<file path="src/rtl/bn_updown_counter.sv">
// N-digit, base-B up/down counter with parallel load and a cascade enable chain.
// Each digit is its own instance. A digit steps when every lower digit sits at the terminal value.
module bn_digit #(
  parameter int BASE = 10,
  parameter int W    = 4
) (
  input  logic         clock,
  input  logic         reset_,
  input  logic         step,
  input  logic         up,
  input  logic         ld,
  input  logic [W-1:0] dval,
  output logic [W-1:0] v,
  output logic         term
);
  localparam logic [W-1:0] MAX     = W'(BASE - 1);
  localparam logic [W-1:0] BASE_M2 = W'(BASE - 2);

  logic [W-1:0] nxt;

  // Wrap is compared explicitly against MAX and 0. Out-of-range codes steer
  // back into the legal range so a forced bad value cannot lock the digit.
  always_comb begin
    nxt = v;
    if (ld)
      nxt = (int'(dval) > BASE - 1) ? MAX : dval;
    else if (step) begin
      if (up)
        nxt = (v == MAX || int'(v) > BASE - 1) ? '0 : v + W'(1);
      else if (v == '0)
        nxt = MAX;
      else if (int'(v) > BASE - 1)
        nxt = BASE_M2;
      else
        nxt = v - W'(1);
    end
  end

  assign term = up ? (v == MAX) : (v == '0);

  always_ff @(posedge clock or negedge reset_)
    if (!reset_) v <= '0;
    else         v <= nxt;
endmodule

module bn_updown_counter #(
  parameter  int BASE   = 10,
  parameter  int DIGITS = 4,
  localparam int W      = (BASE > 2) ? $clog2(BASE) : 1
) (
  input  logic                clock,
  input  logic                reset_,
  input  logic                ei,
  input  logic                up,
  input  logic                ld,
  input  logic [DIGITS*W-1:0] d,
  output logic [DIGITS*W-1:0] q,
  output logic                eu
);
  logic [DIGITS-1:0][W-1:0] d_dig, q_dig;
  logic [DIGITS:0]          chain;
  logic [DIGITS-1:0]        term;

  assign d_dig    = d;
  assign q        = q_dig;
  assign chain[0] = ei;

  for (genvar i = 0; i < DIGITS; i++) begin : g_digit
    assign chain[i+1] = chain[i] & term[i];
    bn_digit #(.BASE(BASE), .W(W)) u_digit (
      .clock (clock),
      .reset_(reset_),
      .step  (chain[i] & ~ld),
      .up    (up),
      .ld    (ld),
      .dval  (d_dig[i]),
      .v     (q_dig[i]),
      .term  (term[i])
    );
  end

  assign eu = chain[DIGITS] & ~ld;
endmodule
</file>
<file path="config.mk">
export PLATFORM = sky130hd
export DESIGN_NAME = bn_updown_counter
export DESIGN_NICKNAME = d
export VERILOG_FILES = /design/src/rtl/bn_updown_counter.sv
export SDC_FILE = /design/constraint.sdc
export NUM_CORES = 1
export LEC_CHECK = 0
export ABC_AREA = 1
export CAP_MARGIN = 25
export CORE_AREA = 2 2 71 73
export CTS_CLUSTER_DIAMETER = 120
export CTS_CLUSTER_SIZE = 8
export DETAILED_ROUTE_END_ITERATION = 16
export DIE_AREA = 0 0 73 75
export PLACE_DENSITY_LB_ADDON = 0.2
export SLEW_MARGIN = 10
export SYNTH_ARGS = -nofsm -noshare
export SYNTH_HDL_FRONTEND = slang
export SYNTH_SLANG_ARGS = --single-unit
export TNS_END_PERCENT = 50
</file>
<file path="constraint.sdc">
create_clock -name clock -period 1.7 [get_ports clock]
set_input_delay 0.34 -clock clock [delete_from_list [all_inputs] [get_ports clock]]
set_output_delay 0.34 -clock clock [all_outputs]
set_load 0.005 [all_outputs]
</file>
==> metrics.md, run 1 <==
| Metric | Value |
|---|---|
| Status | complete, but fails checks |
| Violated checks | setup timing |
| Yosys warning count | 0 |
| Worst path slowest cell | dfrtp_1 |
| Post-Syn Instances | approximately 300 |
| Reg clk slew, reported paths | 0.07 ns |
| CTS tree | built |
| Post-route core utilization | 0.596 |
| Vias in the first global route | 2024 |
| Seq cells post-synth | 16 |
| TritonCTS Buffers | 3 |
| Endpoints failing hold | 0 |
| Mux cell area share after synthesis | 0 |
| Final instance area | 0.00278 sq mm |
| Worst r2r src | g_digit[0].u_digit.v[1]$_DFFE_PN0P_ |
| WP data arrival | 1.54 ns |
| Boundary pin count | 38 |
| Antenna Cells | 0 |
| Worst skew pair latency | approximately 0.25 ns |
| Initial antenna violation count | 0 |
| Nature of the critical path endpoint | primary output |
| Main combinational cell family by area after synthesis | simple AND/OR/NAND/NOR gates |
| Die area | about 0.0055 sq mm |
| Post-DP HPWL | 3950 um |
| Initial Utilization | 0.410 |
| Synth Area in XOR/XNOR | 0.0550 |
| Syn Std Cell Area | approximately 0.0019 sq mm |
| # hold bufs at CTS | 0 |
| Std-Cell Rows | 25 |
| Fin. max-slew vios | 0 |
| Root Driver | clkbuf_8 |
| Initial DRT Pass Iterations | 4 |
| Seq/Total Area, Yosys | 0.210 |
| DRC errors left | 0 |
| Worst vdd ir | ~0.46 mV |
| Final setup margin | -0.178 ns |
| Worst EP required | 1.36 ns |
| Ys flop type | dfrtp_1 |
| Largest net degree at the start of global routing | 24 |
| Tightest Pin Transition | 0.332 ns |
| Crit path from | g_digit[0].u_digit.v[1]$_DFFE_PN0P_ |
| Leakage | 0.00148 uW |
| CP Launch Type | register |
| Largest cells by area after synthesis | dfrtp_1 (21%), nand2_1 (16%), nand3_1 (12%), ha_1 (10%), nor2_1 (5.5%) |
| Post-Place Cell Area | 0.00262 sq mm |
| # port buffers | 37 |
| Die Span X | between 70 and 80 um |
| Post-synth EDFFs | 0 |
| Post-synth ARST share | 1.00 |
| Simple-gate portion of the synthesized area | 0.442 |
| Mapped Nets | roughly 330 |
| Syn-to-layout area delta | 45.5% |
| First-pass GRT wire length | ~8600 um |
| Pwr Density | 887 mW/mm^2 |
| Drt wl/cell | 11.8 um |
| Clock tree buffer depth | 2 |
| Cell taking the most area after synthesis | dfrtp_1 |
| Core area | 0.00466 sq mm |
| Fin crit period | 1.88 ns |
| Post-Synth Adder-Cell Area | 0.105 |
| Tightest Hold Check Type | primary input to async pin |
| Max frequency | 532 MHz |
| Reg with most FFs | g_digit.u_digit.v |
| # setup viols final | 1 |
| Top Registers | g_digit.u_digit.v x16 |
| RSZ-0062 raised after global routing | yes |
| Vias/cell | 4.92 |
| CP Max Fanout | 3 |
| Routed Antenna Nets | 0 |
| Most frequent cells after synthesis | nand2_1 (83), nand3_1 (44), nor2_1 (28) |
| GR Util All Layers | 0.197 |
| Vias | 2114 |
| Max-cap violations | 0 |
| Relative max-transition margin | 0.779 |
| Clock Skew | 0.00469 ns |
| Most numerous cell in the Yosys netlist | nand2_1 |
| Clk sinks | 16 |
| Mean Syn Cell Area | between 6 and 7 sq um |
| Final worst path period share | 1.10 |
| Number of distinct library cells after synthesis | 26 |
| Pwr Total | about 2500 uW |
| Routed wire length | 5070 um |
| Gpl congestion | 0.901 |
| Max FFs per register | 16 |
| Layout cells sized above 1 | 0.245 |
| Die Y | 75 um |
| Fin Setup TNS | -0.178 ns |
| Critical path, cell by cell | inv_2 -> ha_4 -> nand3_2 -> nand2_2 -> nand2_4 -> nor2_8 -> nand3_4 -> nor3_2 -> buf_2 |
| Max incr delay on CP | 0.38 ns |
| Complex-gate fraction of the synthesized area | 0.0760 |
| Total grt overflow | 0 |
| Share of the synthesized area in the top cell type | 0.210 |
| DR iter-0 viols | 113 |
| Nets | 414 |
| H-tree levels | 1 |
| CP Class | register to primary output |
-- placed cells by master, fill, tap and decap left out, drive strengths merged, types with 2 or more instances in the layout --
master         instances
a31oi                  2
xor2                  11
dlymetal6s2s           3
a21oi                 10
nand4                  9
buf                   55
ha                    16
clkbuf                 4
nor2                  32
clkdlybuf4s50         32
nand3                 46
nand2                 90
o21ai                 15
inv                   31
dfrtp                 16
-- final cells by class --
cell class | count | area [sq um]
multi-input combinational | 234 | 1340
sequential | 16 | 405
clock buffer | 4 | 55.1
tap | 54 | 67.6
timing repair buffer | 91 | 792
fill | 447 | 1880
inverter | 31 | 116
-- kinds of logic (layout without fill, tap and decap cells) --
| kind of cell | Yosys count | in the layout |
|---|---|---|
| compound gates | 28 | 28 |
| flops | 16 | 16 |
| xor+xnor | 12 | 12 |
| buf+inv | 45 | 126 |
| simple gates | 178 | 178 |
| fa+ha+maj | 16 | 16 |
-- repair_timing --
| item | 4_1_cts | 5_1_grt |
|---|---|---|
| gates resized for setup | 14 | 15 |
| pin swaps | 2 | 0 |
| setup buffers | 3 | 1 |
| setup endpoints to repair | 7 | 19 |
-- critical path: cells and delay by family (launching register included) --
family / cells / cell delay (ns)
and+or+nand+nor: 6 / 0.52
DFF: 1 / 0.38
buffers and inverters: 2 / 0.24
adders and majority gates: 1 / 0.14
-- routing by layer --
| layer | share of wire | GRT usage | routed length, um | vias up |
|---|---|---|---|---|
| met5 | 0 | 0 | 0 | - |
| met4 | 0.0057 | 0.0473 | 29 | 0 |
| met3 | 0.044 | 0.0268 | 225 | 4 |
| met2 | 0.49 | 0.355 | 2490 | 47 |
| met1 | 0.46 | 0.248 | 2320 | 944 |
| li1 | - | - | - | 1119 |
-- through the flow --
step	worst slack, ns	hold slack, ns	std cells
global placement	-0.715	0.543	422
finish	-0.178	0.411	430
global route	-0.291	0.437	430
floorplan	0.0565	0.0444	295
CTS	-0.209	0.416	429
detailed placement	-0.737	0.557	422
-- path summary, 6_finish.rpt --
kind                       cells past startpoint                                   to  slack (ns)
max in group asynchronous                      2  g_digit[0].u_digit.v[2]$_DFFE_PN0P_        1.08
max reg2reg                                   10  g_digit[0].u_digit.v[2]$_DFFE_PN0P_        0.02
max                                            9                                   eu       -0.18
min in group clock                             2  g_digit[3].u_digit.v[3]$_DFFE_PN0P_        0.59
min                                            2  g_digit[1].u_digit.v[1]$_DFFE_PN0P_        0.41
min reg2reg                                    2  g_digit[3].u_digit.v[3]$_DFFE_PN0P_        0.59
-- where the power goes --
part	total, uW	internal [uW]	switching (uW)
Clock	343	206	137
Sequential	545	464	81.5
Combinational	1580	797	781
(Power assumes the default switching activity.)
==> run 2: changes to the inputs <==
--- a/config.mk
+++ b/config.mk
@@ -6,15 +6,17 @@
 export NUM_CORES = 1
 export LEC_CHECK = 0
 export ABC_AREA = 1
-export CAP_MARGIN = 25
-export CORE_AREA = 2 2 71 73
+export CAP_MARGIN = 10
+export CORE_AREA = 2 2 75 77
 export CTS_CLUSTER_DIAMETER = 120
 export CTS_CLUSTER_SIZE = 8
 export DETAILED_ROUTE_END_ITERATION = 16
-export DIE_AREA = 0 0 73 75
+export DIE_AREA = 0 0 77 79
+export MAX_ROUTING_LAYER = met4
 export PLACE_DENSITY_LB_ADDON = 0.2
 export SLEW_MARGIN = 10
 export SYNTH_ARGS = -nofsm -noshare
 export SYNTH_HDL_FRONTEND = slang
+export SYNTH_HIERARCHICAL = 1
 export SYNTH_SLANG_ARGS = --single-unit
 export TNS_END_PERCENT = 50
==> run 2 against run 1 <==
Compared with the run above: the flow still finishes with violations (setup timing); fmax down 2.4%; synthesized cell count rose by 8.1%; final cell count rose by 12%; clock skew decreased by 0.0037 ns; first-iteration DRC count decreased by 37%; critical path depth is the same; sequential share of layout area shrank 1.7 points; global-route usage shrank 0.33 points; wire length grew 9.2%; critical path type unchanged; critical endpoint unchanged; highest routed layer unchanged.
==> metrics.md, run 2 <==
| Metric | Value |
|---|---|
| Status | complete, but fails checks |
| Violated checks | setup timing |
| Std-Cell Rows | 27 |
| GR Util All Layers | 0.193 |
| Worst path bufs/invs | 2 |
| First-pass GRT wire length | between 9000 and 10000 um |
| Sw Share | 0.423 |
| Fin. max-slew vios | 0 |
| Largest cells by area after synthesis | dfrtp_1 (19%), nand2_1 (19%), ha_1 (9.4%), inv_1 (7.1%), nand3_2 (5.6%) |
| Reg clk slew, reported paths | ~0.080 ns |
| Combinational Power Share | 0.630 |
| CP Class | register to primary output |
| Initial antenna violation count | 0 |
| Post-synth EDFFs | 0 |
| Seq pwr share | 0.220 |
| Clk pwr share | 0.150 |
| Worst vdd ir | 0.470 mV |
| Leakage | 0.00162 uW |
| Post-Syn Instances | between 300 and 400 |
| Max-cap violations | 0 |
| Worst EP required | 1.36 ns |
| Core area | ~0.0053 sq mm |
| Most frequent cells after synthesis | nand2_1 (106), inv_1 (40), nor2_1 (29) |
| Commonest non-fill, non-tap cell in the layout | nand2_1 |
| Post-Place Cell Area | 0.00291 sq mm |
| Pwr Density | 765 mW/mm^2 |
| Seq/Total Area, Yosys | 0.188 |
| Antenna Cells | 0 |
| Largest net degree at the start of global routing | 19 |
| Final instance area | between 0.003 and 0.004 sq mm |
| Die area | 0.00608 sq mm |
| Vias | about 2.2k |
| Routed Antenna Nets | 0 |
| DR iter-0 viols | 71 |
| Share of the synthesized area in the top cell type | 0.188 |
| Relative max-transition margin | 0.805 |
| Final worst path period share | 1.13 |
| Root Driver | clkbuf_8 |
| Seq cells post-synth | 16 |
| Wl on met1 | roughly 2400 um |
| WP data arrival | 1.59 ns |
| Routed wire length | 5530 um |
| Number of distinct library cells after synthesis | 20 |
| Total grt overflow | 0 |
| Worst skew pair latency | 0.26 ns |
| Reg with most FFs | g_digit.u_digit/v |
| CTS tree | built |
| TritonCTS Buffers | 3 |
| H-tree levels | 1 |
| WL met3 | about 130 um |
| Final setup margin | -0.225 ns |
| Boundary pin count | 38 |
| Ys flop type | dfrtp_1 |
| Mapped Nets | ~360 |
| Max incr delay on CP | 0.43 ns |
| # port buffers | 37 |
| Die Y | 79 um |
| Internal | about 1400 uW |
| Post-synth ARST share | 1.00 |
| Cell taking the most area after synthesis | dfrtp_1 |
| Mean Syn Cell Area | about 6.7 sq um |
| Top Registers | g_digit.u_digit/v x16 |
| Most used cell, CP | nand2_2 |
| Psw | roughly 1000 uW |
| Worst path slowest cell | dfrtp_2 |
| Yosys warning count | 6 |
| CP Launch Type | register |
| Critical path, cell by cell | inv_4 -> ha_4 -> nand3_4 -> o21ai_2 -> nand2_2 -> nor2_4 -> nand2_2 -> nor2_2 -> buf_2 |
| Fin crit period | 1.93 ns |
| Tightest Pin Transition | 0.292 ns |
| Syn-to-layout area delta | 51.2% |
| Endpoints failing hold | 0 |
| Vias in the first global route | 2239 |
| Clock tree buffer depth | 2 |
| Die Span X | 77 um |
| Most frequent cells in the layout | nand2_1 (105), buf_4 (50), inv_1 (31) |
| CP Max Fanout | 3 |
| Layout cells sized above 1 | 0.387 |
| DRC errors left | 0 |
| Syn Std Cell Area | ~0.0021 sq mm |
| Post-DP HPWL | 4230 um |
| Nature of the critical path endpoint | primary output |
| Max frequency | 519 MHz |
| Initial DRT Pass Iterations | 4 |
| Max layer used | met4 |
| Clock Skew | 0.000984 ns |
| Gpl congestion | 0.858 |
| Max FFs per register | 16 |
| Most numerous cell in the Yosys netlist | nand2_1 |
| Nets | approximately 450 |
| Tightest Hold Check Type | primary input to async pin |
| Met2 routed WL | a little under 3000 um |
| # setup viols final | 6 |
| Vias/cell | roughly 4.6 |
| Post-route core utilization | 0.603 |
| RSZ-0062 raised after global routing | yes |
| Clk sinks | 16 |
| Drt wl/cell | between 10 and 15 um |
| Initial Utilization | 0.399 |
| CP delay by family, top | flip-flops |
| Fillers | 512 |
run 2: layer usage:
metal / track usage / vias to the layer above
met5: - / -
met1: 0.229 / 1007
met3: 0.0227 / 4
met2: 0.350 / 30
met4: 0.0536 / 0
li1: - / 1181
run 2: power by group through the flow:
stage | registers (uW) | logic, uW | clock network, uW
floorplan | 534 | 876 | 0
global placement | 527 | 1410 | 0
detailed placement | 528 | 1420 | 0
CTS | 534 | 1480 | 363
global route | 550 | 1720 | 389
finish | 542 | 1550 | 369
run 2: cell families (layout without fill, tap and decap cells):
family	after synthesis	in the layout	synth area share
compound gates	32	32	0.0846
xor+xnor	8	8	0.0329
fa+ha+maj	16	16	0.0940
buf+inv	52	144	0.134
flops	16	16	0.188
simple gates	195	195	0.467
run 2: final cells by class:
cell class,count,area [sq um],area share
Timing Repair Buffer,96,852,0.265
Tap cell,72,90.1,0.0280
Clock buffer,4,55.1,0.0171
Inverter,44,200,0.0622
Sequential cell,16,414,0.129
Multi-Input combinational cell,251,1610,0.499
run 2: through the flow:
step / TNS (ns) / power, uW / cells / hold WS, ns / worst slack [ns]
6_report: -0.334 / 2460 / 483 / 0.413 / -0.225
2_1_floorplan: -0.0512 / 1410 / 319 / 0.0444 / -0.0263
5_1_grt: -1.37 / 2660 / 483 / 0.452 / -0.339
3_5_place_dp: -8.12 / 1950 / 474 / 0.628 / -0.858
3_3_place_gp: -7.63 / 1940 / 474 / 0.624 / -0.819
4_1_cts: -0.466 / 2380 / 480 / 0.426 / -0.272
run 2: final timing paths:
path,start,to,slack [ns],cells after the start
max,g_digit[0].u_digit/v[1]$_DFFE_PN0P_,eu,-0.23,9
min,reset_,g_digit[2].u_digit/v[1]$_DFFE_PN0P_,0.41,2
max reg2reg,g_digit[0].u_digit/v[1]$_DFFE_PN0P_,g_digit[2].u_digit/v[2]$_DFFE_PN0P_,-0.05,12
min reg2reg,g_digit[3].u_digit/v[0]$_DFFE_PN0P_,g_digit[3].u_digit/v[0]$_DFFE_PN0P_,0.64,3
max in group asynchronous,reset_,g_digit[0].u_digit/v[2]$_DFFE_PN0P_,1.08,2
min in group clock,up,g_digit[1].u_digit/v[2]$_DFFE_PN0P_,0.59,5
run 2: timing repair:
| item | 4_1_cts | 5_1_grt |
|---|---|---|
| setup endpoints to repair | 21 | 22 |
| setup buffers | 3 | 4 |
| pin swaps | 9 | 15 |
| hold buffers | 0 | 0 |
| resized for setup | 49 | 38 |
==> run 3: changes to the inputs <==
--- a/config.mk
+++ b/config.mk
@@ -7,11 +7,11 @@
 export LEC_CHECK = 0
 export ABC_AREA = 1
 export CAP_MARGIN = 10
-export CORE_AREA = 2 2 75 77
+export CORE_AREA = 3 3 76 78
 export CTS_CLUSTER_DIAMETER = 120
 export CTS_CLUSTER_SIZE = 8
 export DETAILED_ROUTE_END_ITERATION = 16
-export DIE_AREA = 0 0 77 79
+export DIE_AREA = 0 0 79 81
 export MAX_ROUTING_LAYER = met4
 export PLACE_DENSITY_LB_ADDON = 0.2
 export SLEW_MARGIN = 10
==> run 3 against run 2 <==
Compared with the run above: combinational power rose by 3%; hold slack got worse by 0.0017 ns; largest power group unchanged; setup slack got worse by 0.021 ns; sequential cell count did not move; final area rose by 1.1%; sequential share of layout area fell by 0.26 points; the flow still finishes with violations (setup timing); critical path depth did not move; total power rose by 1.2%; via count rose by 3.4%; highest routed layer unchanged.
==> metrics.md, run 3 (same netlist as run 2, synthesis figures left out) <==
| Metric | Value |
|---|---|
| WP data arrival | about 1.6 ns |
| Top Registers | g_digit.u_digit/v x16 |
| Vias in the first global route | between 2k and 2.5k |
| Layout cells sized above 1 | 0.383 |
| Clock tree buffer depth | 2 |
| CP Max Fanout | 3 |
| GR Util All Layers | 0.192 |
| Fin crit period | 1.95 ns |
| # setup viols final | 13 |
| Worst r2r path cells | 12 |
| Reg clk slew, reported paths | 0.08 ns |
| Drt wl/cell | 11.9 um |
| Fillers | 486 |
| Die Span X | 79 um |
| Most frequent cells in the layout | nand2_1 (104), buf_4 (60), inv_1 (33), clkdlybuf4s50_1 (33), nor2_1 (23) |
| Worst skew pair latency | 0.26 ns |
| Std-Cell Rows | 26 |
| Initial DRT Pass Iterations | 4 |
| Pwr Total | between 2000 and 2500 uW |
| Core area | 0.00514 sq mm |
| Routed wire length | a little under 6000 um |
| Clk sinks | 16 |
| Flop2flop setup slack | -0.21 ns |
| Max-cap violations | 0 |
| Syn-to-layout area delta | 52.9% |
| Antenna Cells | 0 |
| First-pass GRT wire length | 9760 um |
| Post-DP HPWL | 4350 um |
| CP endpoint | eu |
| DR iter-0 viols | between 90 and 100 |
| Routed Antenna Nets | 0 |
| Nature of the critical path endpoint | primary output |
| Commonest non-fill, non-tap cell in the layout | nand2_1 |
| Max FFs per register | 16 |
| Max frequency | 514 MHz |
| H-tree levels | 1 |
| # hold bufs at CTS | 0 |
| Worst vdd ir | 0.439 mV |
| Initial Utilization | 0.414 |
| Boundary pin count | 38 |
| RSZ-0062 raised after global routing | yes |
| Endpoints failing hold | 0 |
| Leakage | between 0.0015 and 0.002 uW |
| Initial antenna violation count | 0 |
| Reg with most FFs | g_digit.u_digit/v |
| Post-route core utilization | 0.633 |
| Largest net degree at the start of global routing | 19 |
| CP Launch Type | register |
| Status | complete, but fails checks |
| Relative max-transition margin | 0.810 |
| Final setup margin | -0.247 ns |
| # port buffers | 37 |
| Nets | 458 |
| Pwr Density | approximately 770 mW/mm^2 |
| Clock Skew | 0.00708 ns |
| Tightest Pin Transition | 0.285 ns |
| Gpl congestion | 0.901 |
| DRC errors left | 0 |
| Violated checks | setup timing |
| Vias/cell | 4.69 |
| Tightest Hold Check Type | primary input to async pin |
| Final worst path period share | 1.15 |
| Vias | 2298 |
| Die Y | around 81 um |
| CP Class | register to primary output |
| Die area | 0.00640 sq mm |
| Root Driver | clkbuf_8 |
| CTS tree | built |
| Total grt overflow | 0 |
| Crit path from | g_digit[0].u_digit/v[1]$_DFFE_PN0P_ |
| Worst r2r src | g_digit[0].u_digit/v[1]$_DFFE_PN0P_ |
| Fin. max-slew vios | 0 |
| TritonCTS Buffers | 3 |
| Worst R2R End | g_digit[2].u_digit/v[0]$_DFFE_PN0P_ |
| Worst EP required | 1.36 ns |
[run 3: how the worst min path moves through the flow]
stage,startpoint,end,cells after the start
2_1_floorplan,reset_,g_digit[0].u_digit/v[0]$_DFFE_PN0P_,0
3_3_place_gp,g_digit[3].u_digit/v[0]$_DFFE_PN0P_,g_digit[3].u_digit/v[0]$_DFFE_PN0P_,3
3_5_place_dp,g_digit[0].u_digit/v[0]$_DFFE_PN0P_,g_digit[0].u_digit/v[0]$_DFFE_PN0P_,3
4_1_cts,reset_,g_digit[1].u_digit/v[2]$_DFFE_PN0P_,2
5_1_grt,reset_,g_digit[2].u_digit/v[1]$_DFFE_PN0P_,2
6_report,reset_,g_digit[2].u_digit/v[1]$_DFFE_PN0P_,2
[run 3: final cells by class]
cell class,count,area [sq um],area share
clock buffers,4,55.1,0.0169
inverters,44,200,0.0615
multi-input cells,251,1600,0.491
flip-flops and latches,16,410,0.126
well taps,70,87.6,0.0269
repair buffers,105,905,0.278
[run 3: critical path: stages, from the launching register on]
cell     delay (ns)
dfrtp_2        0.43
inv_4          0.09
ha_4           0.15
nand3_4        0.08
o21ai_4        0.15
nand2_2        0.09
nor2_4         0.10
nand2_2        0.07
nor2_2         0.08
buf_2          0.11
[run 3: timing repair]
action	4_1_cts	5_1_grt
buffers inserted	12	3
gates resized for setup	41	32
endpoints found under the hold margin	0	0
setup endpoints to repair	18	23
pin swaps	12	7
[run 3: metrics by stage]
step | std cells | setup TNS (ns) | area (sq um) | setup WS [ns] | hold slack (ns)
floorplan | 319 | -0.0512 | 2130 | -0.0263 | 0.0444
global placement | 477 | -5.92 | 2940 | -0.703 | 0.642
detailed placement | 477 | -6.19 | 2940 | -0.720 | 0.650
CTS | 488 | -1.81 | 3150 | -0.293 | 0.425
global route | 490 | -3.22 | 3260 | -0.320 | 0.428
finish | 490 | -1.60 | 3260 | -0.247 | 0.411
[run 3: layer usage]
| layer | wire (um) | track usage | up-vias |
|---|---|---|---|
| li1 | - | - | 1205 |
| met1 | 2600 | 0.227 | 1035 |
| met2 | 3010 | 0.349 | 48 |
| met3 | 178 | 0.0233 | 10 |
| met4 | 58 | 0.0447 | 0 |
| met5 | 0 | - | - |
[run 3: where the power goes]
part | switching, uW | internal [uW]
clock network | 163 | 206
registers | 89.4 | 448
logic | 798 | 788
